--- src/rtl/fnd_scan_driver.sv ---
`default_nettype none
// ============================================================================
// Module      : fnd_scan_driver
// Description : Captures an MM:SS value, converts it to BCD and time-
//               multiplexes it onto a 4-digit common-anode 7-segment display
//               with an anti-ghost blank cycle per slot, a blinking
//               separator dot and optional leading-zero blanking.
// Revision    : 1.0 - initial release
// ============================================================================
module fnd_scan_driver #(
  parameter int SCAN_DIV = 50000,
  parameter bit BLANK_LZ = 1'b0
) (
  input  logic       clk,
  input  logic       rst,
  input  logic [5:0] i_min,
  input  logic [5:0] i_sec,
  input  logic       i_load,
  output logic [3:0] o_com,
  output logic [6:0] o_seg,
  output logic       o_dp
);

  localparam int            CW       = (SCAN_DIV > 2) ? $clog2(SCAN_DIV) : 1;
  localparam logic [CW-1:0] CNT_MAX  = CW'(SCAN_DIV - 1);
  localparam logic [5:0]    VAL_MAX  = 6'd59;
  localparam logic [6:0]    SEG_OFF  = 7'b1111111;
  localparam logic [3:0]    COM_OFF  = 4'b1111;

  logic [CW-1:0] cnt;
  logic [1:0]    ptr;
  logic [5:0]    min_r;
  logic [5:0]    sec_r;

  logic [3:0]    com_q;
  logic [6:0]    seg_q;
  logic          dp_q;

  logic [3:0]    min_tens, min_ones, sec_tens, sec_ones;
  logic [3:0]    digit;
  logic [3:0]    com_d;
  logic [6:0]    seg_d;
  logic          dp_d;
  logic          wrap;

  // Binary 0..63 to two BCD digits; inputs are already limited to 0..59.
  function automatic logic [7:0] to_bcd(input logic [5:0] v);
    logic [5:0] t;
    logic [5:0] o;
    t = v / 6'd10;
    o = v - (t * 6'd10);
    return {t[3:0], o[3:0]};
  endfunction

  // Active-low {g,f,e,d,c,b,a} decode; non-decimal codes show nothing.
  function automatic logic [6:0] seg_decode(input logic [3:0] d);
    case (d)
      4'd0:    return 7'b1000000;
      4'd1:    return 7'b1111001;
      4'd2:    return 7'b0100100;
      4'd3:    return 7'b0110000;
      4'd4:    return 7'b0011001;
      4'd5:    return 7'b0010010;
      4'd6:    return 7'b0000010;
      4'd7:    return 7'b1111000;
      4'd8:    return 7'b0000000;
      4'd9:    return 7'b0010000;
      default: return 7'b1111111;
    endcase
  endfunction

  assign {min_tens, min_ones} = to_bcd(min_r);
  assign {sec_tens, sec_ones} = to_bcd(sec_r);
  assign wrap = (cnt == CNT_MAX);

  // Capture register: saturate out-of-range values to 59, hold otherwise.
  always_ff @(posedge clk or posedge rst) begin
    if (rst) begin
      min_r <= '0;
      sec_r <= '0;
    end else if (i_load) begin
      min_r <= (i_min > VAL_MAX) ? VAL_MAX : i_min;
      sec_r <= (i_sec > VAL_MAX) ? VAL_MAX : i_sec;
    end
  end

  // Slot counter and digit pointer; the pointer advances on the slot wrap.
  always_ff @(posedge clk or posedge rst) begin
    if (rst) begin
      cnt <= '0;
      ptr <= '0;
    end else if (wrap) begin
      cnt <= '0;
      ptr <= ptr + 2'd1;
    end else begin
      cnt <= cnt + 1'b1;
    end
  end

  // Next display values from the current scan position and captured value.
  always_comb begin
    com_d = COM_OFF;
    seg_d = SEG_OFF;
    dp_d  = 1'b1;
    digit = 4'd0;
    case (ptr)
      2'd0:    digit = sec_ones;
      2'd1:    digit = sec_tens;
      2'd2:    digit = min_ones;
      default: digit = min_tens;
    endcase
    // The first cycle of every slot stays dark so the previous digit's
    // segments never bleed into the next anode.
    if (cnt != '0) begin
      com_d = ~(4'b0001 << ptr);
      seg_d = seg_decode(digit);
      if (BLANK_LZ && (ptr == 2'd3) && (min_tens == 4'd0)) begin
        seg_d = SEG_OFF;
      end
      dp_d = ~((ptr == 2'd2) && !sec_r[0]);
    end
  end

  // Output registers: one cycle behind the scan/capture state.
  always_ff @(posedge clk or posedge rst) begin
    if (rst) begin
      com_q <= COM_OFF;
      seg_q <= SEG_OFF;
      dp_q  <= 1'b1;
    end else begin
      com_q <= com_d;
      seg_q <= seg_d;
      dp_q  <= dp_d;
    end
  end

  assign o_com = com_q;
  assign o_seg = seg_q;
  assign o_dp  = dp_q;

endmodule
`default_nettype wire

--- config.mk ---
export PLATFORM = sky130hd
export DESIGN_NAME = fnd_scan_driver
export DESIGN_NICKNAME = d
export VERILOG_FILES = /design/src/rtl/fnd_scan_driver.sv
export SDC_FILE = /design/constraint.sdc
export NUM_CORES = 1
export LEC_CHECK = 0
export ABC_AREA = 1
export BUFFER_PORTS_ARGS = -buffer_cell sky130_fd_sc_hd__buf_2
export CAP_MARGIN = 10
export CORE_MARGIN = 4
export CORE_UTILIZATION = 56
export DETAILED_ROUTE_END_ITERATION = 12
export PLACE_DENSITY = 0.77
export SYNTH_ARGS = -nofsm -noshare
export SYNTH_HDL_FRONTEND = slang
export SYNTH_SLANG_ARGS = --single-unit
--- constraint.sdc ---
create_clock -name clk -period 5 [get_ports clk]
set_clock_uncertainty 0.15 [all_clocks]
set_input_delay 1 -clock clk [delete_from_list [all_inputs] [get_ports clk]]
set_output_delay 1 -clock clk [all_outputs]
set_load 0.005 [all_outputs]
==> flow_metrics.tcl, run 1 <==
set metrics [dict create \
    vias 2041 \
    rr_startpoint "min_r[3]" \
    synthCells 320 \
    post_cts_resized 0 \
    synth_area_sq_mm 0.00253 \
    fin_worst_hold_slack_ns 0.352 \
    gp_congestion 0.847 \
    antenna_found_initial 0 \
    grt_pass1_vias 1765 \
    cp-start-kind "flop" \
    power_density_mw_per_mm2 316 \
    critPathMaxFanout 8 \
    layout.nets 385 \
    cpMostUsedCell "nand2_1" \
    grt-ovfl-total 0 \
    drc 0 \
    cpPeakStageDelay_ns 0.41 \
    final_max_slew_viol_count 0 \
    status "finished, final reports clean" \
    start_util 0.582 \
    irDropWorstVdd_mv 0.151 \
    clk_latency_ns 0.29 \
    hold_violations 0 \
    ys_seq_elements 42 \
    syn_nets 353 \
    fin_cells 405 \
    portBuffers 26 \
    grt_max_degree 34 \
    cp_cell_sequence "inv_1 > ha_1 > nand2_1 > nand2_1 > inv_1 > a21oi_1 > ha_1 > nand2_1 > nand3_2 > nand2_2 > inv_1 > nor2_1 > fa_1 > inv_1 > a21oi_1 > o211ai_1 > nand2_1 > inv_1 > nand2_1 > o21ai_0 > nand2_1 > nand2_1" \
    cts_tree "done" \
    wl_per_cell_um 10.9 \
    vias_per_cell 5.04 \
    rsz0062_at_grt "false" \
    synth.area.top_cells "dfrtp_1, dfstp_2, nand2_1" \
    final_antenna_net_count 0 \
    p_leak_uw 0.00151 \
    dp.cells 397 \
    relSlewSlack 0.606 \
    holdBufCountCts 0 \
    clkTransAtPathRegs_ns 0.08 \
    dp_hpwl_mm 3.49 \
    cp.required_ns 5.08 \
    drv_cap 0 \
    syn_to_final_growth_pct 11.3 \
    coreArea_sq_mm 0.00435 \
    yosysWarningCount 0 \
    worst_slew_pin_slew_ns 0.585 \
    n_antenna_cell 0 \
    cts_buffer_depth 2 \
    netlist.area_leader.share 0.296 \
    drive_above_1_share 0.193 \
    grt_pass1_wl_mm 7.59 \
    cts-buffers-inserted 5 \
    drt_iter0_drc 95 \
    cts-root-buf "clkbuf_8" \
    cts_setup_buffers 0 \
    stdcell_area_sq_mm 0.00282 \
    cts.sinks 42 \
    worstHoldStart "cnt[0]" \
    max_freq_ghz 0.297 \
    reg2regPathDepth 22 \
    period_needed_ns 3.36 \
    setup_viol 0 \
    dieArea_sq_mm 0.00567 \
    crit_slowest_cell "fa_1" \
    syn_area_per_cell_sq_um 7.92 \
    yosysSeqAreaShare 0.421 \
    cp-startpoint "min_r[3]" \
    hp-class "flop to flop" \
    grtUsageTotal 0.173 \
    cts.htree.levels 2 \
    whs_path_depth 1 \
    fin_tns_setup_ns 0 \
    die_w_um 75.3 \
    die_h_um 75.3 \
    drt_pass1_iterations 4 \
    critPathKind "flop to flop" \
    routed_wl_mm 4.41 \
    worstPathArrival_ns 3.44 \
    synthDistinctLibCells 33 \
    num_rows 24 \
    min_period_over_period 0.673 \
    place_area_sq_mm 0.00273 \
    ios 27 \
    cp-end-kind "flop" \
    synth_top_cell_by_area "dfrtp_1" \
]
cell families after synthesis:
logic type	share of synthesized area
and+or+nand+nor	0.253
adders and majority gates	0.0948
DFF	0.421
AOI/OAI and AO/OA	0.125
buffers and inverters	0.0888
xor gates and xnor gates	0.0173
per-layer routing:
layer	wire, um	global-route usage
met2	1900	0.263
met5	0	0
met4	41	0.0408
met3	234	0.0441
met1	2230	0.248
cell type report:
type / count / area (sq um)
Fill cell: 381 / 1530
Inverter: 58 / 218
Clock buffer: 7 / 86.3
Tap cell: 52 / 65.1
Timing Repair Buffer: 27 / 138
Sequential cell: 42 / 1070
Multi-Input combinational cell: 218 / 1240
Clock inverter: 1 / 5.00
worst max-delay path: cells and delay by family (launching register included):
kind | cells | cell delay (ns)
adder cells (fa/ha/maj) | 3 | 0.96
AO/OA/AOI/OAI | 4 | 0.46
flip-flops | 1 | 0.38
AND/OR/NAND/NOR | 10 | 0.93
buffers and inverters | 5 | 0.41
path summary, 6_finish.rpt:
check,to,slack (ns)
max,o_seg[5],1.64
min,cnt[0],0.35
max reg2reg,o_seg[5],1.64
min reg2reg,cnt[0],0.35
max in group asynchronous,o_seg[1],3.38
min in group asynchronous,cnt[7],0.53
state kept, by name (all words and copies together), names as in the netlist:
register  flops
o_seg         7
cnt          16
o_com         4
o_dp          1
ptr           2
min_r         6
sec_r         6
power by group:
group	internal [uW]	total, uW	switching [uW]
registers	398	410	12.1
clock network	111	221	110
logic	103	262	159
total	612	892	280
cell usage after synthesis (all sizes together):
| library cell | instances |
|---|---|
| nand2 | 87 |
| inv | 57 |
| nor3b | 1 |
| xor2 | 4 |
| nor3 | 5 |
| nand3b | 1 |
| dfstp | 12 |
| o21bai | 2 |
| nor2 | 27 |
| ha | 16 |
| or2 | 1 |
| xnor2 | 1 |
| o21ai | 23 |
| o211ai | 4 |
| a21boi | 1 |
| a21o | 2 |
| fa | 2 |
| o22ai | 2 |
| a21oi | 15 |
| nor4 | 4 |
| dfrtp | 30 |
| a31oi | 1 |
| nand3 | 17 |
| clkbuf | 2 |
| clkinv | 1 |
| nand4 | 2 |
placed cells by master, fill, tap and decap left out, drive strengths merged, types with 7 or more instances in the layout:
master / instances
ha: 16
buf: 27
a21oi: 15
nand3: 17
o21ai: 23
clkbuf: 7
inv: 57
dfrtp: 30
dfstp: 12
nor2: 27
nand2: 87
stage by stage:
step	worst slack [ns]	utilization	total power [uW]
3_3_place_gp	1.82	0.627	675
3_5_place_dp	1.68	0.627	681
6_report	1.64	0.648	892
2_1_floorplan	1.94	-	611
4_1_cts	1.65	0.648	904
5_1_grt	1.26	0.648	954
(Power assumes the default switching activity.)
==> inputs of run 2 (changes only) <==
--- a/config.mk
+++ b/config.mk
@@ -9,9 +9,9 @@
 export BUFFER_PORTS_ARGS = -buffer_cell sky130_fd_sc_hd__buf_2
 export CAP_MARGIN = 10
 export CORE_MARGIN = 4
-export CORE_UTILIZATION = 56
+export CORE_UTILIZATION = 53
 export DETAILED_ROUTE_END_ITERATION = 12
-export PLACE_DENSITY = 0.77
+export PLACE_DENSITY = 0.76
 export SYNTH_ARGS = -nofsm -noshare
 export SYNTH_HDL_FRONTEND = slang
 export SYNTH_SLANG_ARGS = --single-unit
==> constraint.sdc (replaced) <==
create_clock -name clk -period 2.8 [get_ports clk]
set_clock_uncertainty 0.15 [all_clocks]
set_input_delay 0.56 -clock clk [delete_from_list [all_inputs] [get_ports clk]]
set_output_delay 0.56 -clock clk [all_outputs]
set_load 0.005 [all_outputs]
==> run 2 against run 1 <==
Die area up 5.1%; clock-buffer cell count up 1; via count up 7.3%; core utilization up 6.4 points; fmax up 9.8%; the run now ends with setup timing left; cell count up 9.9%.
==> flow_metrics.tcl, run 2 (synthesis gave the netlist of run 1 again) <==
set metrics [dict create \
    n_antenna_cell 0 \
    dp_hpwl_mm 3.74 \
    gp_congestion 0.821 \
    largest_reg_flops 16 \
    setup_viol 7 \
    worst_slew_pin_slew_ns 0.546 \
    antenna_found_initial 0 \
    failed_checks "setup timing" \
    drc 0 \
    clk_latency_ns 0.29 \
    period_needed_ns 3.06 \
    drv_cap 0 \
    coreArea_sq_mm 0.00450 \
    cts_buffer_depth 2 \
    status "finished, violations left" \
    cp.required_ns 2.86 \
    cts-buffers-inserted 5 \
    critPathBufInv 4 \
    critical-path-top-delay-family "adder cells" \
    utilization 0.712 \
    vias 2190 \
    place_ws_ns -0.276 \
    critPathKind "flop to flop" \
    layout.nets 425 \
    routed_wl_mm 5.02 \
    die_h_um 77.2 \
    cts.sinks 42 \
    portBuffers 26 \
    cts_tree "done" \
    min_period_over_period 1.09 \
    hp-class "input pin to async pin" \
    die_w_um 77.2 \
    num_rows 24 \
    final_cell_mix "nand2_1, inv_1, buf_4" \
    cts-root-buf "clkbuf_8" \
    critPathMaxFanout 7 \
    syn_to_final_growth_pct 26.6 \
    max_freq_ghz 0.326 \
    ios 27 \
    final_max_slew_viol_count 0 \
    cp-start-kind "flop" \
    holdBufCountCts 0 \
    drt_pass1_iterations 4 \
    drive_above_1_share 0.344 \
    final_common_cell "nand2_1" \
    final_antenna_net_count 0 \
    cts.htree.levels 2 \
    power_density_mw_per_mm2 574 \
    worstPathArrival_ns 3.13 \
    grtUsageTotal 0.181 \
    dieArea_sq_mm 0.00595 \
    drt_iter0_drc 105 \
    grt-ovfl-total 0 \
    max_flop_register "cnt" \
    totalPowerFinal_uw 1840 \
    fin_tns_setup_ns -1.80 \
    cpMostUsedCell "nand2_2" \
    grt_pass1_wl_mm 8.84 \
    relSlewSlack 0.633 \
    crit_slowest_cell "fa_2" \
    cp-end-kind "flop" \
    rsz0062_at_grt "true" \
    cpPeakStageDelay_ns 0.53 \
    start_util 0.563 \
    hold_violations 0 \
    clkTransAtPathRegs_ns 0.08 \
    grt_pass1_vias 2088 \
    p_leak_uw 0.00170 \
    wl_per_cell_um 11.3 \
    irDropWorstVdd_mv 0.296 \
    grt_max_degree 34 \
    vias_per_cell 4.92 \
    fin_ws_ns -0.263 \
    cp_cell_sequence "inv_2 > ha_4 > nand2_2 > nand2_2 > inv_2 > a21oi_2 > ha_1 > nand2_1 > nand3_2 > nand2_2 > inv_2 > nor2_4 > fa_2 > inv_2 > a21oi_2 > o211ai_1 > nand2_2 > nand2_2 > a21oi_4 > nand2_1" \
    fin_worst_hold_slack_ns 0.0733 \
]
==> run 2: cell types whose count changed in the layout (fill, tap and decap cells not counted), moves of 8 or more <==
cell / previous run / this run
buf_4: 1 / 40
inv_1: 54 / 46
inv_2: 3 / 11
nand2_1: 79 / 71
nand2_2: 8 / 16
==> run 2: worst paths after layout <==
kind	start	end	slack (ns)	depth (start not counted)
worst min register to register	cnt[0]	cnt[0]	0.36	1
worst max register to register	min_r[4]	o_seg[1]	-0.26	20
worst max-delay path	min_r[4]	o_seg[1]	-0.26	20
max in group asynchronous	rst	o_dp	1.66	3
worst min-delay path	rst	cnt[2]	0.07	2
min in group clk	i_sec[4]	sec_r[4]	0.33	3
==> run 2: per-stage QoR <==
| step | cell area [sq um] | cells |
|---|---|---|
| after floorplan | 2550 | 320 |
| after global placement | 2960 | 425 |
| after detailed placement | 2960 | 425 |
| after CTS | 3150 | 443 |
| after global routing | 3210 | 445 |
| final | 3210 | 445 |
==> run 2: worst reg2reg max path: cells and delay by family (launching register included) <==
family          cells  cell delay, ns
compound gates      4            0.47
fa+ha+maj           3            1.02
buf+inv             4            0.25
flops               1            0.39
simple gates        9            0.70
==> run 2: layout make-up <==
class                      count  area (sq um)
sequential                    42          1070
fill                         350          1300
timing repair buffer          67           442
tap                           52          65.1
multi-input combinational    218          1330
clock buffer                   8          90.1
inverter                      58           218
==> run 2: per-layer routing <==
| layer | track usage | wire [um] |
|---|---|---|
| met1 | 0.234 | 2350 |
| met2 | 0.302 | 2400 |
| met3 | 0.0433 | 210 |
| met5 | 0 | 0 |
| met4 | 0.0480 | 57 |
==> run 2: what timing repair did <==
action / in CTS / in global routing
resized for setup: 8 / 16
setup endpoints to repair: 7 / 7
pin swaps: 17 / 20
setup buffers: 10 / 2
endpoints found under the hold margin: 0 / 0
==> run 2: where the power goes <==
part	switching [uW]	internal [uW]
Sequential	21.5	710
Clock	191	201
Combinational	370	349
Total	583	1260
==> inputs of run 3 (changes only) <==
--- a/config.mk
+++ b/config.mk
@@ -9,9 +9,9 @@
 export BUFFER_PORTS_ARGS = -buffer_cell sky130_fd_sc_hd__buf_2
 export CAP_MARGIN = 10
 export CORE_MARGIN = 4
-export CORE_UTILIZATION = 53
+export CORE_UTILIZATION = 25
 export DETAILED_ROUTE_END_ITERATION = 12
-export PLACE_DENSITY = 0.76
+export MAX_ROUTING_LAYER = met4
 export SYNTH_ARGS = -nofsm -noshare
 export SYNTH_HDL_FRONTEND = slang
 export SYNTH_SLANG_ARGS = --single-unit
==> run 3 against run 2 <==
The flow still finishes with violations (setup timing); largest cell class unchanged; core utilization fell by 37 points; flip-flop and latch count unchanged; critical path type unchanged; clock power is 17% higher; largest power group unchanged; hold slack improved by 0.16 ns; fmax up 1.8%.
==> flow_metrics.tcl, run 3 (synthesis gave the netlist of run 1 again) <==
set metrics [dict create \
    p_leak_uw 0.00170 \
    final_antenna_net_count 0 \
    clk_latency_ns 0.29 \
    portBuffers 26 \
    dieArea_sq_mm 0.0118 \
    cts.sinks 42 \
    grt_max_degree 43 \
    final_max_slew_viol_count 0 \
    critPathMaxFanout 8 \
    layout.nets 423 \
    power.share.switching 0.318 \
    grt-ovfl-total 0 \
    min_period_over_period 1.08 \
    vias_per_cell 4.07 \
    power_frac_comb 0.363 \
    routed_wl_mm 5.04 \
    cts-buffers-inserted 5 \
    relSlewSlack 0.617 \
    cp.required_ns 2.87 \
    cp-startpoint "min_r[4]" \
    utilization 0.339 \
    die_h_um 109 \
    cts.htree.levels 2 \
    grt_pass1_wl_mm 8.81 \
    ios 27 \
    drt_pass1_iterations 4 \
    ff2ff_setup_slack_ns -0.21 \
    grt_pass1_vias 1987 \
    max_flop_register "cnt" \
    fin_cells 524 \
    crit_slowest_cell "fa_1" \
    reg2regPathDepth 20 \
    die_w_um 109 \
    power_density_mw_per_mm2 561 \
    p_int_uw 1270 \
    dp_hpwl_mm 3.90 \
    cp-start-kind "flop" \
    p_seq_frac 0.392 \
    hp-class "input pin to async pin" \
    power.switching_uw 594 \
    cp-end-kind "flop" \
    setup_viol 7 \
    status "finished, violations left" \
    failed_checks "setup timing" \
    final_common_cell "nand2_1" \
    wl_per_cell_um 9.61 \
    clkTransAtPathRegs_ns 0.09 \
    n_antenna_cell 0 \
    rsz0062_at_grt "true" \
    drv_cap 0 \
    rr_startpoint "min_r[4]" \
    reg2reg_to "o_seg[6]" \
    grtUsageTotal 0.0950 \
    holdBufCountCts 0 \
    cp_cell_sequence "inv_2 > ha_4 > nand2_2 > nand2_2 > inv_2 > a21oi_4 > ha_4 > nand2_2 > nand3_2 > nand2_2 > inv_2 > nor2_4 > fa_1 > inv_1 > a21oi_2 > o211ai_1 > nand2_2 > nand2_2 > a21oi_4 > nand2_1" \
    hold_violations 0 \
    largest_reg_flops 16 \
    drive_above_1_share 0.340 \
    clockPowerShare 0.245 \
    critPathKind "flop to flop" \
    dp.cells 507 \
    vias 2132 \
    coreArea_sq_mm 0.00982 \
    cts_tree "done" \
    worst_slew_pin_slew_ns 0.570 \
    cpMostUsedCell "nand2_2" \
    nFillCells 1066 \
    irDropWorstVdd_mv 0.233 \
    period_needed_ns 3.01 \
    gp_congestion 0.829 \
    cts_buffer_depth 2 \
    fin_ws_ns -0.210 \
    drc 0 \
    drt_iter0_drc 53 \
    cts-root-buf "clkbuf_8" \
    num_rows 36 \
    fin_tns_setup_ns -1.39 \
    multi_input_area_sq_mm 0.00134 \
    syn_to_final_growth_pct 31.2 \
    antenna_found_initial 0 \
    start_util 0.258 \
    final_cell_mix "nand2_1, inv_1, buf_4" \
    seq_area_sq_mm 0.00107 \
    max_freq_ghz 0.332 \
    worstPathArrival_ns 3.08 \
    cpPeakStageDelay_ns 0.47 \
]
-- run 3: layout make-up --
cell class | count | area share
multi-input combinational | 218 | 0.404
sequential | 42 | 0.320
inverter | 58 | 0.0654
clock buffer | 6 | 0.0282
clock inverter | 2 | 0.00527
timing repair buffer | 65 | 0.127
tap | 133 | 0.0500
-- run 3: critical path, delay by kind of cell (launching register included) --
| family | cells | cell delay [ns] |
|---|---|---|
| adders and majority gates | 3 | 0.93 |
| buffers and inverters | 4 | 0.28 |
| DFF | 1 | 0.39 |
| AOI/OAI and AO/OA | 4 | 0.48 |
| and+or+nand+nor | 9 | 0.69 |
-- run 3: power groups by stage --
stage / registers [uW] / logic [uW] / clock network, uW
final: 731 / 678 / 458
after detailed placement: 742 / 598 / 0
after global placement: 744 / 587 / 0
after floorplan: 752 / 351 / 0
after CTS: 731 / 647 / 477
after global routing: 741 / 779 / 506
-- run 3: worst max path at each step --
stage | to | cells after the start
final | o_seg[6] | 20
after floorplan | o_seg[6] | 20
after global routing | o_seg[4] | 22
after detailed placement | o_seg[5] | 22
after global placement | o_seg[6] | 20
after CTS | o_seg[6] | 20
-- run 3: timing repair --
item	in CTS	in global routing
hold endpoints to repair	0	0
pin swaps	17	21
gates resized for setup	8	14
setup endpoints to repair	7	7
setup buffers	8	1
-- run 3: metrics by stage --
stage | worst slack, ns | instance area, sq um | power (uW) | hold WS, ns
2_1_floorplan | -0.110 | 2550 | 1100 | 0.299
3_3_place_gp | -0.234 | 3070 | 1330 | 0.333
3_5_place_dp | -0.290 | 3070 | 1340 | 0.333
4_1_cts | -0.234 | 3260 | 1850 | 0.247
5_1_grt | -0.451 | 3330 | 2030 | 0.284
6_report | -0.210 | 3330 | 1870 | 0.231
-- run 3: routing by layer --
metal  wire, um  track usage  vias up
met5          0            -        -
met4         47       0.0280        0
met3        266       0.0266        7
met2       2080        0.135       44
met1       2640        0.132      928
li1           -            -     1153
